$ cat src/rtl/sdf_stage_if.sv
// Stage-side bundle between one radix-2 SDF butterfly and its control/feedback
// block: input qualifier and SR feedback in, sequencer state, delayed B
// samples, twiddle index and framing status out.
interface sdf_stage_if #(
  parameter int DATA_W = 9,
  parameter int CNT_W  = 4
);
  logic                     in_valid;
  logic signed [DATA_W-1:0] sr_r;
  logic signed [DATA_W-1:0] sr_i;
  logic [1:0]               state;
  logic signed [DATA_W-1:0] b_r;
  logic signed [DATA_W-1:0] b_i;
  logic [CNT_W-1:0]         tw_idx;
  logic                     out_valid;
  logic                     frame_err;

  // Upstream side: launches samples, watches the stage status.
  modport master (
    output in_valid, sr_r, sr_i,
    input  state, b_r, b_i, tw_idx, out_valid, frame_err
  );

  // Stage controller side.
  modport slave (
    input  in_valid, sr_r, sr_i,
    output state, b_r, b_i, tw_idx, out_valid, frame_err
  );
endinterface

$ cat src/rtl/sdf_stage_ctrl.sv
// Control and feedback half of one radix-2 SDF FFT stage.
// Sequences the butterfly through WAITING -> FIRST -> SECOND blocks of DEPTH
// cycles, owns the DEPTH-deep complex feedback delay line (SR in, B out) and
// produces the twiddle index, output valid and a protocol-error pulse.
// An aborted frame flushes the delay line so stale SR data never reaches B.
module sdf_stage_ctrl #(
  parameter int DEPTH = 16,
  parameter int CNT_W = 4
) (
  input logic        clk,
  input logic        rst_n,
  sdf_stage_if.slave sdf
);

  localparam int DATA_W = 9;
  localparam logic [CNT_W-1:0] LAST_CNT = CNT_W'(DEPTH - 1);

  // Encoding is visible on the state port and is fixed by the butterfly.
  typedef enum logic [1:0] {
    IDLE    = 2'b00,
    FIRST   = 2'b01,
    SECOND  = 2'b10,
    WAITING = 2'b11
  } state_t;

  state_t                   state_q;
  state_t                   state_nxt;
  logic [CNT_W-1:0]         cnt_q;
  logic [CNT_W-1:0]         cnt_nxt;
  logic                     drain_q;
  logic                     drain_nxt;
  logic                     last;
  logic                     abort;
  logic                     err_nxt;
  logic [CNT_W-1:0]         tw_p0;
  logic                     vld_p0;
  logic                     err_p0;
  logic signed [DATA_W-1:0] dly_r [DEPTH];
  logic signed [DATA_W-1:0] dly_i [DEPTH];

  // Block counter step: 0..DEPTH-1 then wrap to the start of the next block.
  function automatic logic [CNT_W-1:0] cnt_step(input logic [CNT_W-1:0] c);
    logic [CNT_W-1:0] n;
    if (c == LAST_CNT) begin
      n = '0;
    end else begin
      n = c + 1'b1;
    end
    return n;
  endfunction

  assign last = (cnt_q == LAST_CNT);

  // Next-state, counter, drain flag and error decision for the coming edge.
  always_comb begin
    state_nxt = state_q;
    cnt_nxt   = cnt_q;
    drain_nxt = drain_q;
    abort     = 1'b0;
    err_nxt   = 1'b0;

    case (state_q)
      IDLE: begin
        cnt_nxt   = '0;
        drain_nxt = 1'b0;
        if (sdf.in_valid) begin
          state_nxt = WAITING;
        end
      end

      WAITING: begin
        if (!sdf.in_valid) begin
          abort = 1'b1;
        end else begin
          cnt_nxt = cnt_step(cnt_q);
          if (last) begin
            state_nxt = FIRST;
          end
        end
      end

      FIRST: begin
        if (!sdf.in_valid && !last) begin
          abort = 1'b1;
        end else begin
          cnt_nxt = cnt_step(cnt_q);
          if (last) begin
            // A missing sample at the block boundary means this frame is
            // the last one: its SECOND half only drains the delay line.
            state_nxt = SECOND;
            drain_nxt = !sdf.in_valid;
          end
        end
      end

      SECOND: begin
        cnt_nxt = cnt_step(cnt_q);
        if (last) begin
          state_nxt = drain_q ? IDLE : FIRST;
          drain_nxt = 1'b0;
        end else if (!drain_q && !sdf.in_valid) begin
          // The next frame broke off while overlapping this block: finish
          // the current frame's outputs, flag it, and drain afterwards.
          err_nxt   = 1'b1;
          drain_nxt = 1'b1;
        end
      end

      default: begin
        state_nxt = IDLE;
        cnt_nxt   = '0;
        drain_nxt = 1'b0;
      end
    endcase

    if (abort) begin
      state_nxt = IDLE;
      cnt_nxt   = '0;
      drain_nxt = 1'b0;
      err_nxt   = 1'b1;
    end
  end

  // Sequencer registers plus the registered status outputs derived from the
  // next state, so they line up with the butterfly in the same cycle.
  always_ff @(posedge clk or negedge rst_n) begin
    if (!rst_n) begin
      state_q <= IDLE;
      cnt_q   <= '0;
      drain_q <= 1'b0;
      tw_p0   <= '0;
      vld_p0  <= 1'b0;
      err_p0  <= 1'b0;
    end else begin
      state_q <= state_nxt;
      cnt_q   <= cnt_nxt;
      drain_q <= drain_nxt;
      tw_p0   <= (state_nxt == SECOND) ? cnt_nxt : '0;
      vld_p0  <= (state_nxt == FIRST) || (state_nxt == SECOND);
      err_p0  <= err_nxt;
    end
  end

  // Feedback delay line: free-running shift of SR into B, wiped on abort.
  always_ff @(posedge clk or negedge rst_n) begin
    if (!rst_n) begin
      for (int k = 0; k < DEPTH; k++) begin
        dly_r[k] <= '0;
        dly_i[k] <= '0;
      end
    end else if (abort) begin
      for (int k = 0; k < DEPTH; k++) begin
        dly_r[k] <= '0;
        dly_i[k] <= '0;
      end
    end else begin
      dly_r[0] <= sdf.sr_r;
      dly_i[0] <= sdf.sr_i;
      for (int k = 1; k < DEPTH; k++) begin
        dly_r[k] <= dly_r[k-1];
        dly_i[k] <= dly_i[k-1];
      end
    end
  end

  assign sdf.state     = state_q;
  assign sdf.b_r       = dly_r[DEPTH-1];
  assign sdf.b_i       = dly_i[DEPTH-1];
  assign sdf.tw_idx    = tw_p0;
  assign sdf.out_valid = vld_p0;
  assign sdf.frame_err = err_p0;

endmodule
$ cat src/flat_wrapper.sv
// flat-port wrapper written by rule: the top's interface ports become plain ports
module sdf_stage_ctrl_flat 
#(
  parameter int DEPTH = 16,
  parameter int CNT_W = 4
)
  (clk, rst_n, sdf_in_valid, sdf_sr_r, sdf_sr_i, sdf_state, sdf_b_r, sdf_b_i, sdf_tw_idx, sdf_out_valid, sdf_frame_err);
  sdf_stage_if #(.CNT_W(CNT_W)) sdf_i ();
  input logic clk;
  input logic rst_n;
  input wire logic [$bits(sdf_i.in_valid)-1:0] sdf_in_valid;
  input wire logic [$bits(sdf_i.sr_r)-1:0] sdf_sr_r;
  input wire logic [$bits(sdf_i.sr_i)-1:0] sdf_sr_i;
  output wire logic [$bits(sdf_i.state)-1:0] sdf_state;
  output wire logic [$bits(sdf_i.b_r)-1:0] sdf_b_r;
  output wire logic [$bits(sdf_i.b_i)-1:0] sdf_b_i;
  output wire logic [$bits(sdf_i.tw_idx)-1:0] sdf_tw_idx;
  output wire logic [$bits(sdf_i.out_valid)-1:0] sdf_out_valid;
  output wire logic [$bits(sdf_i.frame_err)-1:0] sdf_frame_err;
  assign sdf_i.in_valid = sdf_in_valid;
  assign sdf_i.sr_r = sdf_sr_r;
  assign sdf_i.sr_i = sdf_sr_i;
  assign sdf_state = sdf_i.state;
  assign sdf_b_r = sdf_i.b_r;
  assign sdf_b_i = sdf_i.b_i;
  assign sdf_tw_idx = sdf_i.tw_idx;
  assign sdf_out_valid = sdf_i.out_valid;
  assign sdf_frame_err = sdf_i.frame_err;
  sdf_stage_ctrl #(.DEPTH(DEPTH), .CNT_W(CNT_W)) u_core (.clk(clk), .rst_n(rst_n), .sdf(sdf_i));
endmodule
$ cat config.mk
export PLATFORM = sky130hd
export DESIGN_NAME = sdf_stage_ctrl_flat
export DESIGN_NICKNAME = d
export VERILOG_FILES = /design/src/rtl/sdf_stage_if.sv /design/src/rtl/sdf_stage_ctrl.sv /design/src/flat_wrapper.sv
export SDC_FILE = /design/constraint.sdc
export NUM_CORES = 1
export LEC_CHECK = 0
export BUFFER_PORTS_ARGS = -buffer_cell sky130_fd_sc_hd__buf_2
export CAP_MARGIN = 20
export CORE_ASPECT_RATIO = 0.5
export CORE_MARGIN = 5
export CORE_UTILIZATION = 40
export CTS_BUF_LIST = sky130_fd_sc_hd__clkbuf_8 sky130_fd_sc_hd__clkbuf_16
export DETAILED_ROUTE_END_ITERATION = 16
export MAX_ROUTING_LAYER = met4
export PLACE_DENSITY_LB_ADDON = 0.2
export SETUP_SLACK_MARGIN = 0.05
export SYNTH_ARGS = -nofsm -noshare
export SYNTH_HDL_FRONTEND = slang
export SYNTH_SLANG_ARGS = --single-unit
$ cat constraint.sdc
create_clock -name clk -period 5.26 [get_ports clk]
set_input_delay 0.263 -clock clk [delete_from_list [all_inputs] [get_ports clk]]
set_output_delay 0.263 -clock clk [all_outputs]
set_load 0.01 [all_outputs]
# Word level (Yosys, flattened, before mapping)
# Index checks and enable logic that the tools add are counted.
# W data, S select, Z words.
dict set report totals {
  ff_bits 301
  inputBits 21
  wordCells 87
}
dict set report op_classes {
  add_sub_neg 1
  eq_ne 9
  mux 30
  n_reduce_logical 9
}
# cell count
set ops {}
lappend ops {{$mux W144} 2}
lappend ops {{$mux W4} 5}
lappend ops {{$pmux W4 S4} 1}
lappend ops {{$mux W2} 7}
lappend ops {{$mux W1} 12}
lappend ops {{$pmux W2 S4} 1}
lappend ops {{$eq A2 B2 Y1 const B} 3}
lappend ops {{$add A4 B1 Y4 const B} 1}
lappend ops {{$eq A2 B1 Y1 const B} 2}
lappend ops {{$eq A4 B4 Y1 const B} 1}
lappend ops {{$ne A4 B1 Y1 const B} 1}
lappend ops {{$reduce_and A4 Y1} 1}
lappend ops {{$reduce_bool A4 Y1} 1}
lappend ops {{$logic_not A1 Y1} 3}
lappend ops {{$ne A3 B1 Y1 const B} 1}
lappend ops {{$ne A3 B2 Y1 const B} 1}
lappend ops {{$pmux W1 S3} 1}
lappend ops {{$logic_and A1 B1 Y1} 2}
lappend ops {{$logic_not A2 Y1} 1}
lappend ops {{$pmux W1 S2} 1}
lappend ops {{$logic_or A1 B1 Y1} 1}

# Logic depth before layout (Yosys ltp)
# Gate-level depths: netlist of run 1.
dict set report logic_depth {
  word_depth 8
  mapped_depth 11
}

# Least setup slack after synthesis of run 1
# Ideal clock, no wire load.
dict set report synth_path {
  path_kind {register to register}
  start {reg u_core.state_q[1], in the netlist u_core.sdf.state[1]}
  end {reg u_core.tw_p0[3], in the netlist u_core.sdf.tw_idx[3]}
  setup_ns 0.124
  arrival_time_ns 1.936
  path_slack_ns 3.199
  path_stages_with_launch 11
  n_path_buf 2
  synth_period_minus_slack_ns 2.061
  path_cell_list {dfrtp_1 > inv_1 > ha_1 > buf_2 > nor2b_2 > a21oi_4 > clkbuf_1 > o211ai_1 > ha_1 > nand3b_1 > nor2_1}
}
dict set report synth_between {
  elab_chain_len 6
  elab_cells_between_ends 17
}
# item line
set synth_lines {}
lappend synth_lines {{start: declaration} sdf_stage_ctrl.sv:26} ;# state_t state_q;
lappend synth_lines {{start signal: assignment} sdf_stage_ctrl.sv:135} ;# state_q <= state_nxt;
lappend synth_lines {{$mux W2 (on tied branches)} {sdf_stage_ctrl.sv:87, sdf_stage_ctrl.sv:76}}
lappend synth_lines {{$mux W2 (on tied branches)} {sdf_stage_ctrl.sv:83, sdf_stage_ctrl.sv:72}}
lappend synth_lines {{$pmux W2 S4} sdf_stage_ctrl.sv:62} ;# case (state_q)
lappend synth_lines {{$mux W2} sdf_stage_ctrl.sv:116} ;# if (abort) begin
lappend synth_lines {{$eq A2 B2 Y1} sdf_stage_ctrl.sv:138} ;# tw_p0 <= (state_nxt == SECOND) ? cnt_nxt : '0;
lappend synth_lines {{$mux W4 (*)} sdf_stage_ctrl.sv:138}
lappend synth_lines {{end signal: assignment} sdf_stage_ctrl.sv:138}
lappend synth_lines {{end: declaration} sdf_stage_ctrl.sv:35} ;# logic [CNT_W-1:0] tw_p0;
# Every way passes the cells marked *; elsewhere a longest branch is shown, timed or not.
# A chain may end at the register's enable or synchronous reset.

# Final worst setup path of run 1
dict set report layout_path {
  start {reg u_core.state_q[1], in the netlist u_core.sdf.state[1]}
  end {reg u_core.tw_p0[2], in the netlist u_core.sdf.tw_idx[2]}
}
dict set report layout_between {
  elab_chain_len 6
  elab_cells_between_ends 17
}
# item line
set layout_lines {}
lappend layout_lines {{$mux W2 (on tied branches)} {sdf_stage_ctrl.sv:87, sdf_stage_ctrl.sv:76}}
lappend layout_lines {{$mux W2 (on tied branches)} {sdf_stage_ctrl.sv:83, sdf_stage_ctrl.sv:72}}
lappend layout_lines {{$pmux W2 S4} sdf_stage_ctrl.sv:62}
lappend layout_lines {{$mux W2 (*)} sdf_stage_ctrl.sv:116}
lappend layout_lines {{named net u_core.state_nxt[1]} sdf_stage_ctrl.sv:27} ;# state_t state_nxt;
lappend layout_lines {{$eq A2 B2 Y1 (*)} sdf_stage_ctrl.sv:138}
lappend layout_lines {{$mux W4 (*)} sdf_stage_ctrl.sv:138}
# The timed path passes the listed nets; every way through them passes the cells marked *.

==> flow_metrics.env, run 1 <==
export IMPL_status="completed"
export IMPL_routed_wl_mm=11.68
export IMPL_crit_buf_inv=2
export IMPL_crit_fanout=222
export IMPL_path_class="flop to flop"
export IMPL_synth_compound_area_share_pct=1.920
export IMPL_synth_top_family_by_area="simple AND/OR/NAND/NOR gates"
export IMPL_synthAdderAreaFrac_pct=0.7432
export IMPL_min_to="u_core.sdf.frame_err$_DFF_PN0_"
export IMPL_critical_path_arrival_ns=3.24
export IMPL_critical_path_top_delay_family="compound AO/OA/AOI/OAI gates"
export IMPL_slowest_delay_ns=0.47
export IMPL_clk_pin_slew_ns=0.07
export IMPL_gp_congestion=0.7114
export IMPL_cts_buffer_depth=3
export IMPL_wl_per_cell_um=10.48
export IMPL_ys_top_cells_by_count="dfrtp_1, and2_1, buf_2"
export IMPL_cts_buffers=26
export IMPL_cp_start_kind="flop"
export IMPL_die_y_um=122.4
export IMPL_yosysMostFrequentCell="dfrtp_1"
export IMPL_die_x_um=234.7
export IMPL_hp_start="sdf_in_valid"
export IMPL_yosysSeqAreaShare_pct=74.57
export IMPL_core_um2=25030
export IMPL_syn_instance_count=710
export IMPL_worst_slew_pin_slew_ns=0.8053
export IMPL_synth_top_area_cell="dfrtp_1"
export IMPL_timing_rr_end="u_core.sdf.tw_idx[2]$_DFF_PN0_"
export IMPL_setup_viol=0
export IMPL_drc=0
export IMPL_r2r_slack_ns=2.47
export IMPL_hold_class="input pin to flop"
export IMPL_antenna_left=0
export IMPL_syn_mean_instance_area_um2=14.23
export IMPL_relSlewSlack_pct=46.31
export IMPL_power_leakage_nw=5.832
export IMPL_maxCapViolations=0
export IMPL_clock_fmax_mhz=358.7
export IMPL_layout_setup_ws_ns=2.472
export IMPL_hold_depth=2
export IMPL_power_density_nw_per_um2=522.9
export IMPL_cts_tree="done"
export IMPL_finalCriticalPeriod_ns=2.788
export IMPL_grt_overflow_total=0
export IMPL_start_util_pct=40.35
export IMPL_dr_pass1_iters=4
export IMPL_fin_util_pct=46.34
export IMPL_antenna_cells=0
export IMPL_slew_violations=0
export IMPL_fill_cells=2244
export IMPL_ys_flop_type="dfrtp_1"
export IMPL_critPathRequiredTime_ns=5.72
export IMPL_num_rows=41
export IMPL_finalHoldViolations=0
export IMPL_rr_worst_depth=10
export IMPL_synth_edf_count=0
export IMPL_yosysWarningCount=0
export IMPL_port_buffers=46
export IMPL_ios=47
export IMPL_crit_path_cell_trace="inv_1 > ha_1 > nor2b_2 > a21oi_4 > buf_12 > o21ai_0 > a21oi_1 > ha_1 > nand3b_1 > nor2b_1"
export IMPL_rsz0062_at_grt="no"
export IMPL_crit_slowest_cell="dfrtp_1"
export IMPL_cpMostUsedCell="ha_1"
export IMPL_r2r_start="u_core.sdf.state[1]$_DFF_PN0_"
export IMPL_cts_sinks=301
export IMPL_synth_cell_types=35
export IMPL_skew_ns=0.01870
export IMPL_crit_path_end_kind="flop"
export IMPL_yosys_area_share_simple_pct=19.26
export IMPL_syn_to_final_growth_pct=14.85
export IMPL_synthMuxAreaShare_pct=0.1115
export IMPL_cp_num_cells=10
export IMPL_syn_area_um2=10100
export IMPL_clock_latency_ns=0.53
export IMPL_dp_hpwl_mm=5.481
export IMPL_dp_slack_ns=2.497
export IMPL_ys_seq_elements=301
export IMPL_yosys_area_top_type_share_pct=74.57
export IMPL_ir_drop_uv=332.4
export IMPL_synth_top_cells_by_area="dfrtp_1, and2_1, buf_4"
export IMPL_synth_xor_area_share_pct=0
export IMPL_finalSetupTns_ns=0
export IMPL_drt_iter0_drc=399
export IMPL_syn_nets=737
export IMPL_antenna_found_initial=0
export IMPL_htreeDepth=1
export IMPL_vias=4574
export IMPL_fin_nets=779
export IMPL_drive_above_1_share_pct=13.10
export IMPL_synth_async_reset_ratio_pct=100.0
export IMPL_grt_usage_pct=8.871
export IMPL_grt_pass1_vias=4540
export IMPL_timing_final_crit_share_pct=53.00
export IMPL_grt_start_max_net_pins=223
export IMPL_grt_first_pass_wirelength_mm=21.15
export IMPL_dieArea_um2=28720
export IMPL_root_buffer="clkbuf_16"
export IMPL_vias_per_cell=4.102
-- kinds of logic after synthesis --
| kind of cell | Yosys count |
|---|---|
| buffers and inverters | 60 |
| DFF | 301 |
| and+or+nand+nor | 314 |
| muxes | 1 |
| adders and majority gates | 6 |
| AOI/OAI and AO/OA | 28 |
-- worst reg2reg max path, delay by kind of cell (launching register included) --
family,cells,cell delay (ns)
AOI/OAI and AO/OA,3,0.62
adders and majority gates,2,0.51
and+or+nand+nor,3,0.53
DFF,1,0.47
buffers and inverters,2,0.57
-- metrics by stage --
stage / cell area [um2] / cells / total power, mW / hold slack [ns]
after global routing: 11600 / 1115 / 6.478 / 0.1223
after CTS: 11570 / 1114 / 6.174 / 0.08249
after detailed placement: 10500 / 1048 / 4.206 / 0.2538
after floorplan: 10100 / 710 / 3.993 / -0.03259
final: 11600 / 1115 / 6.066 / 0.1214
after global placement: 10500 / 1048 / 4.146 / 0.2469
-- flip-flops by register name, summed over array words and instances, names as in the netlist --
| name | cells |
|---|---|
| u_core.sdf.out_valid | 1 |
| u_core.sdf.state | 2 |
| u_core.cnt_q | 4 |
| u_core.dly_r | 135 |
| u_core.sdf.tw_idx | 4 |
| u_core.sdf.frame_err | 1 |
| u_core.sdf.b_i | 9 |
| u_core.drain_q | 1 |
| u_core.sdf.b_r | 9 |
| u_core.dly_i | 135 |
-- cells in the final DEF, fill, tap and decap left out, types with 3 or more instances in the layout --
| cell | count |
|---|---|
| clkinvlp_4 | 4 |
| clkbuf_16 | 27 |
| o22ai_1 | 3 |
| clkinv_2 | 5 |
| a21oi_1 | 6 |
| dlygate4sd3_1 | 19 |
| nor2_1 | 8 |
| clkbuf_8 | 5 |
| buf_2 | 45 |
| o21ai_0 | 4 |
| and2_1 | 288 |
| nand2_1 | 4 |
| dfrtp_1 | 301 |
| nor3_1 | 4 |
| o211ai_1 | 3 |
| ha_1 | 6 |
| inv_1 | 6 |
-- power by group --
group,switching (mW),internal [mW],total [mW]
clock,0.813,1.11,1.92
sequential,0.128,3.01,3.14
combinational,0.540,0.469,1.01
-- final cells by class --
cell class	instances	area (um2)	area share, %
Timing Repair Buffer	70	513.0	4.422
Tap cell	344	430.4	3.710
Clock inverter	15	140.1	1.208
Clock buffer	32	744.5	6.417
Inverter	4	15.01	0.1294
Sequential cell	301	7532	64.93
Multi-Input combinational cell	349	2226	19.19
-- worst max-delay path by stage --
stage	start	end	slack [ns]
floorplan	u_core.sdf.state[1]$_DFF_PN0_	u_core.sdf.tw_idx[3]$_DFF_PN0_	3.20
finish	u_core.sdf.state[1]$_DFF_PN0_	u_core.sdf.tw_idx[2]$_DFF_PN0_	2.47
global route	u_core.sdf.state[1]$_DFF_PN0_	u_core.sdf.tw_idx[3]$_DFF_PN0_	2.18
detailed placement	u_core.sdf.state[1]$_DFF_PN0_	u_core.sdf.tw_idx[2]$_DFF_PN0_	2.50
CTS	u_core.sdf.state[1]$_DFF_PN0_	u_core.sdf.tw_idx[2]$_DFF_PN0_	2.48
global placement	u_core.sdf.state[1]$_DFF_PN0_	u_core.sdf.tw_idx[2]$_DFF_PN0_	2.65
-- routing by layer --
layer	routed length, um	global-route usage [%]
met2	5400	13.98
met1	5130	10.62
met3	718	3.233
met5	0	-
met4	434	3.426
-- what timing repair did --
action	CTS	global route
setup buffers	0	0
hold buffers	19	0
resized for setup	0	0
hold endpoints to repair	87	0
No activity file was read; power rests on OpenSTA's default activity.
==> run 2, diff against run 1 <==
Clock period 5.26 ns to 2.35 ns, I/O delays scaled along.
==> run 2 against run 1 <==
Against the previous run: die area unchanged; setup slack got worse by 2.3 ns; clock power increased by 130%; global-route usage increased by 0.61 points; via count increased by 0.50%; critical path depth decreased by 2; sequential power increased by 120%; critical endpoint is now u_core.sdf.tw_idx[3]$_DFF_PN0_; largest power group unchanged.
==> flow_metrics.env, run 2 (same netlist as run 1, synthesis figures left out) <==
export IMPL_top_usage_layer="met2"
export IMPL_cp_start_kind="flop"
export IMPL_drive_above_1_share_pct=13.61
export IMPL_drc=0
export IMPL_vias=4597
export IMPL_finalHoldViolations=0
export IMPL_path_class="flop to flop"
export IMPL_antenna_found_initial=0
export IMPL_reg_largest_list="u_core.dly_i: 135 flops, u_core.dly_r: 135 flops"
export IMPL_port_buffers=46
export IMPL_dieArea_um2=28720
export IMPL_maxCapViolations=0
export IMPL_postCtsSetupBuffers=0
export IMPL_cts_buffer_depth=3
export IMPL_die_y_um=122.4
export IMPL_placed_cell_area_um2=10590
export IMPL_crit_fanout=8
export IMPL_vias_per_cell=4.093
export IMPL_grt_pass1_vias=4690
export IMPL_num_rows=41
export IMPL_dp_cells=1054
export IMPL_htreeDepth=1
export IMPL_setup_viol=0
export IMPL_crit_path_end_kind="flop"
export IMPL_clock_latency_ns=0.52
export IMPL_power_density_nw_per_um2=1181
export IMPL_stdcell_count=1123
export IMPL_critPathRequiredTime_ns=2.76
export IMPL_ios=47
export IMPL_slew_violations=0
export IMPL_cts_buffers=27
export IMPL_relSlewSlack_pct=61.99
export IMPL_core_um2=25030
export IMPL_wl_per_cell_um=10.99
export IMPL_r2r_start="u_core.cnt_q[0]$_DFF_PN0_"
export IMPL_cts_sinks=301
export IMPL_dr_pass1_iters=4
export IMPL_fill_cells=2239
export IMPL_root_buffer="clkbuf_16"
export IMPL_cts_tree="done"
export IMPL_finalCriticalPeriod_ns=2.147
export IMPL_dp_hpwl_mm=6.141
export IMPL_fin_util_pct=46.86
export IMPL_critical_path_arrival_ns=2.55
export IMPL_hold_class="input pin to asynchronous set/reset pin"
export IMPL_ir_drop_uv=744.6
export IMPL_antenna_left=0
export IMPL_final_common_cell="dfrtp_1"
export IMPL_drt_iter0_drc=369
export IMPL_worst_slew_pin_slew_ns=0.5702
export IMPL_grt_overflow_total=0
export IMPL_status="completed"
export IMPL_antenna_cells=0
export IMPL_met1_usage_pct=12.27
export IMPL_syn_to_final_growth_pct=16.14
export IMPL_routed_wl_mm=12.35
export IMPL_start_util_pct=40.35
export IMPL_gp_congestion=0.7089
export IMPL_grt_use_met2_pct=14.22
export IMPL_clk_pin_slew_ns=0.07
export IMPL_fin_nets=786
export IMPL_fin_area_um2=11730
export IMPL_finalSetupTns_ns=0
export IMPL_final_cell_mix="dfrtp_1, and2_1, buf_2, clkbuf_16, dlygate4sd3_1"
export IMPL_timing_final_crit_share_pct=91.36
export IMPL_skew_ns=0.007949
export IMPL_clock_fmax_mhz=465.8
export IMPL_grt_start_max_net_pins=104
export IMPL_critPathLaunch="u_core.cnt_q[0]$_DFF_PN0_"
export IMPL_grt_first_pass_wirelength_mm=22.30
export IMPL_rsz0062_at_grt="no"
export IMPL_power_leakage_nw=5.913
export IMPL_grt_util_met3_pct=3.076
export IMPL_grt_usage_pct=9.482
export IMPL_die_x_um=234.7
-- run 2: cell count changes in the layout (fill, tap and decap cells not counted), moves of 2 or more --
cell,before,now
buf_12,2,5
buf_4,2,4
bufinv_16,2,4
clkinvlp_4,4,2
inv_1,6,9
-- run 2: area by class of cell --
| cell class | instances | area (um2) | area share (%) |
|---|---|---|---|
| clock buffers | 32 | 744.5 | 6.346 |
| repair buffers | 76 | 598.1 | 5.098 |
| well taps | 344 | 430.4 | 3.669 |
| flip-flops and latches | 301 | 7533 | 64.22 |
| multi-input cells | 349 | 2226 | 18.97 |
| inverters | 4 | 15.01 | 0.1280 |
| clock inverters | 17 | 183.9 | 1.568 |
-- run 2: repair_timing --
| item | 4_1_cts | 5_1_grt |
|---|---|---|
| hold buffers | 20 | 0 |
| resized for setup | 0 | 2 |
| endpoints found under the setup margin | 0 | 152 |
| hold endpoints to repair | 87 | 0 |
-- run 2: final timing paths --
kind	cells after the start	slack, ns	endpoint
worst max-delay path	8	0.20	u_core.sdf.tw_idx[3]$_DFF_PN0_
worst min-delay path	2	0.13	u_core.sdf.tw_idx[1]$_DFF_PN0_
worst max register to register	8	0.20	u_core.sdf.tw_idx[3]$_DFF_PN0_
worst min register to register	1	0.44	u_core.dly_r[38]$_DFF_PN0_
max in group asynchronous	3	1.35	u_core.sdf.b_r[4]$_DFF_PN0_
min in group clk	3	0.33	u_core.dly_i[135]$_DFF_PN0_
-- run 2: per-stage QoR --
| step | power (mW) | worst slack (ns) | hold slack (ns) |
|---|---|---|---|
| after global routing | 14.82 | 0.07074 | 0.1908 |
| after CTS | 14.13 | 0.1600 | 0.1428 |
| after detailed placement | 9.501 | 0.1740 | 0.1285 |
| after floorplan | 8.937 | 0.2892 | -0.1781 |
| final | 13.86 | 0.2030 | 0.1307 |
| after global placement | 9.389 | 0.2683 | 0.1225 |
-- run 2: routing by layer --
layer,share of wire (%),vias to the layer above
met3,5.1,36
li1,-,2259
met4,3.1,0
met1,48,2226
met2,43,76
met5,0,-
-- run 2: report_power, final --
part           switching (mW)  total, mW  leakage, nW  internal [mW]
registers               0.293       7.03         4.04           6.74
logic                    1.21       2.33         1.40           1.12
clock network            1.81       4.50        0.476           2.69
total                    3.31       13.9         5.91           10.5
-- run 2: worst max-delay path, cell delays in order, from the launching register on --
cell and delay, ns:
dfrtp_1 0.41, ha_1 0.33, nand3_4 0.17, mux2_2 0.35, o21ai_1 0.18, o211ai_1 0.12
ha_1 0.22, nand3b_1 0.17, nor2_1 0.08
==> run 3, diff against run 2 <==
Settings changed: CELL_PAD_IN_SITES_DETAIL_PLACEMENT from default to 1, CELL_PAD_IN_SITES_GLOBAL_PLACEMENT from default to 1, CORE_MARGIN 5 to 4, SETUP_SLACK_MARGIN 0.05 to default.
==> run 3 against run 2 <==
Against the previous run: core utilization rose by 1.0 points; sequential power rose by 0.6%; via count rose by 3.1%; clock-buffer cell count rose by 1; clock skew rose by 0.0050 ns; clock power fell by 3%; sequential share of layout area rose by 0.19 points; worst hold slack got worse by 0.020 ns; design area fell by 0.31%; global-route usage rose by 1.0 points; non-clock buffer count rose by 2; power fell by 0.26%; critical path type unchanged.
==> flow_metrics.env, run 3 (same netlist as run 1, synthesis figures left out) <==
export IMPL_status="completed"
export IMPL_grt_start_max_net_pins=74
export IMPL_maxCapViolations=0
export IMPL_cp_start_kind="flop"
export IMPL_finalCriticalPeriod_ns=2.194
export IMPL_num_rows=40
export IMPL_wl_per_cell_um=11.87
export IMPL_finalHoldViolations=0
export IMPL_pwr_share_seq_pct=51.2
export IMPL_final_common_cell="dfrtp_1"
export IMPL_antenna_left=0
export IMPL_root_buffer="clkbuf_16"
export IMPL_vias_per_cell=4.260
export IMPL_relSlewSlack_pct=67.26
export IMPL_comb_power_share_pct=17.2
export IMPL_clk_pin_slew_ns=0.06
export IMPL_grt_pass1_vias=5041
export IMPL_grt_use_met2_pct=17.14
export IMPL_dieArea_um2=28010
export IMPL_drive_above_1_share_pct=13.51
export IMPL_core_um2=24420
export IMPL_p_sw_share_pct=24.18
export IMPL_crit_fanout=8
export IMPL_start_util_pct=41.36
export IMPL_power_density_nw_per_um2=1182
export IMPL_fin_nets=788
export IMPL_grt_first_pass_wirelength_mm=23.95
export IMPL_r2r_start="u_core.cnt_q[0]$_DFF_PN0_"
export IMPL_power_leakage_nw=5.900
export IMPL_cts_sinks=301
export IMPL_timing_final_crit_share_pct=93.37
export IMPL_power_switching_mw=3.342
export IMPL_r2r_slack_ns=0.16
export IMPL_die_x_um=232.7
export IMPL_routed_wl_mm=13.21
export IMPL_port_buffers=46
export IMPL_final_cell_mix="dfrtp_1, and2_1, buf_2, clkbuf_16, dlygate4sd3_1"
export IMPL_cts_buffer_depth=3
export IMPL_critPathRequiredTime_ns=2.76
export IMPL_top_usage_layer="met2"
export IMPL_skew_ns=0.01297
export IMPL_htreeDepth=1
export IMPL_die_y_um=120.4
export IMPL_rr_worst_depth=8
export IMPL_pwr_share_clk_pct=31.6
export IMPL_reg_largest_list="u_core.dly_i: 135 flops, u_core.dly_r: 135 flops"
export IMPL_met1_usage_pct=13.13
export IMPL_finalSetupTns_ns=0
export IMPL_cts_tree="done"
export IMPL_clock_fmax_mhz=455.7
export IMPL_syn_to_final_growth_pct=15.78
export IMPL_dr_pass1_iters=4
export IMPL_clock_latency_ns=0.52
export IMPL_gp_congestion=0.6961
export IMPL_hold_class="input pin to asynchronous set/reset pin"
export IMPL_grt_util_met3_pct=2.613
export IMPL_rsz0062_at_grt="no"
export IMPL_antenna_cells=0
export IMPL_dp_hpwl_mm=7.145
export IMPL_fin_util_pct=47.88
export IMPL_cts_buffers=27
export IMPL_grt_usage_pct=10.50
export IMPL_postCtsSetupBuffers=0
export IMPL_grt_overflow_total=0
export IMPL_ir_drop_uv=592.5
export IMPL_path_class="flop to flop"
export IMPL_crit_path_end_kind="flop"
export IMPL_vias=4741
export IMPL_antenna_found_initial=0
export IMPL_slew_violations=0
export IMPL_setup_viol=0
export IMPL_ios=47
export IMPL_drc=0
export IMPL_critical_path_arrival_ns=2.60
export IMPL_worst_slew_pin_slew_ns=0.4910
export IMPL_drt_iter0_drc=270
export IMPL_p_int_mw=10.48
export IMPL_timing_rr_end="u_core.sdf.tw_idx[3]$_DFF_PN0_"
==> run 3: cell types whose count changed in the layout (fill, tap and decap cells not counted) <==
cell	previous run	this run
bufinv_16	4	3
buf_16	1	0
buf_6	0	1
dfrtp_2	1	0
clkinvlp_4	2	1
clkinv_2	6	5
buf_4	4	5
inv_1	9	7
buf_12	5	6
clkbuf_8	5	6
dfrtp_1	300	301
==> run 3: stage by stage <==
step | area [um2] | setup WS [ns] | std cells | hold slack [ns] | power [mW]
3_5_place_dp | 10600 | 0.1239 | 1048 | 0.09316 | 9.618
2_1_floorplan | 10100 | 0.2892 | 710 | -0.1781 | 8.937
4_1_cts | 11690 | 0.09475 | 1113 | 0.1082 | 14.11
3_3_place_gp | 10600 | 0.2833 | 1048 | 0.08206 | 9.418
5_1_grt | 11700 | 0.01603 | 1113 | 0.1539 | 14.81
6_report | 11700 | 0.1557 | 1113 | 0.1111 | 13.82
==> run 3: how the worst max path moves through the flow <==
stage                                        startpoint                        endpoint  slack (ns)  cells after the start
final                         u_core.cnt_q[0]$_DFF_PN0_  u_core.sdf.tw_idx[3]$_DFF_PN0_        0.16                      8
after global routing      u_core.sdf.state[1]$_DFF_PN0_  u_core.sdf.tw_idx[2]$_DFF_PN0_        0.02                      9
after CTS                 u_core.sdf.state[1]$_DFF_PN0_      u_core.dly_r[17]$_DFF_PN0_        0.09                      7
after detailed placement  u_core.sdf.state[1]$_DFF_PN0_      u_core.dly_r[16]$_DFF_PN0_        0.12                      7
after global placement    u_core.sdf.state[1]$_DFF_PN0_      u_core.dly_r[46]$_DFF_PN0_        0.28                      7
after floorplan           u_core.sdf.state[1]$_DFF_PN0_  u_core.sdf.tw_idx[3]$_DFF_PN0_        0.29                     10
==> run 3: repair_timing <==
item,in CTS,in global routing
setup endpoints to repair,0,47
endpoints found under the hold margin,180,0
gates resized for setup,0,1
hold buffers,20,0
==> run 3: power by group through the flow <==
stage | Combinational [mW] | Sequential [mW] | Clock [mW]
after floorplan | 1.86 | 7.08 | 0
after global placement | 2.31 | 7.11 | 0
after detailed placement | 2.43 | 7.19 | 0
after CTS | 2.47 | 7.10 | 4.54
after global routing | 2.77 | 7.25 | 4.78
final | 2.38 | 7.07 | 4.37
==> run 3: critical path, cell delays in order (launching register included) <==
cell	delay, ns
dfrtp_1	0.41
ha_1	0.33
nand3_4	0.18
mux2_2	0.36
o21ai_1	0.21
o211ai_1	0.16
ha_1	0.23
nand3b_1	0.14
nor2_1	0.06
==> run 3: area by class of cell <==
type                    count  area [um2]
clock buffers              33       758.2
multi-input cells         349        2226
repair buffers             78       609.3
inverters                   4       15.01
well taps                 336       420.4
flip-flops and latches    301        7532
clock inverters            12       133.9
fillers                  2453       12730
==> run 3: routing by layer <==
metal	up-vias	part of all wire (%)
met4	0	2.8
met2	57	47
met3	34	4.0
met1	2388	46
met5	-	0
li1	2262	-
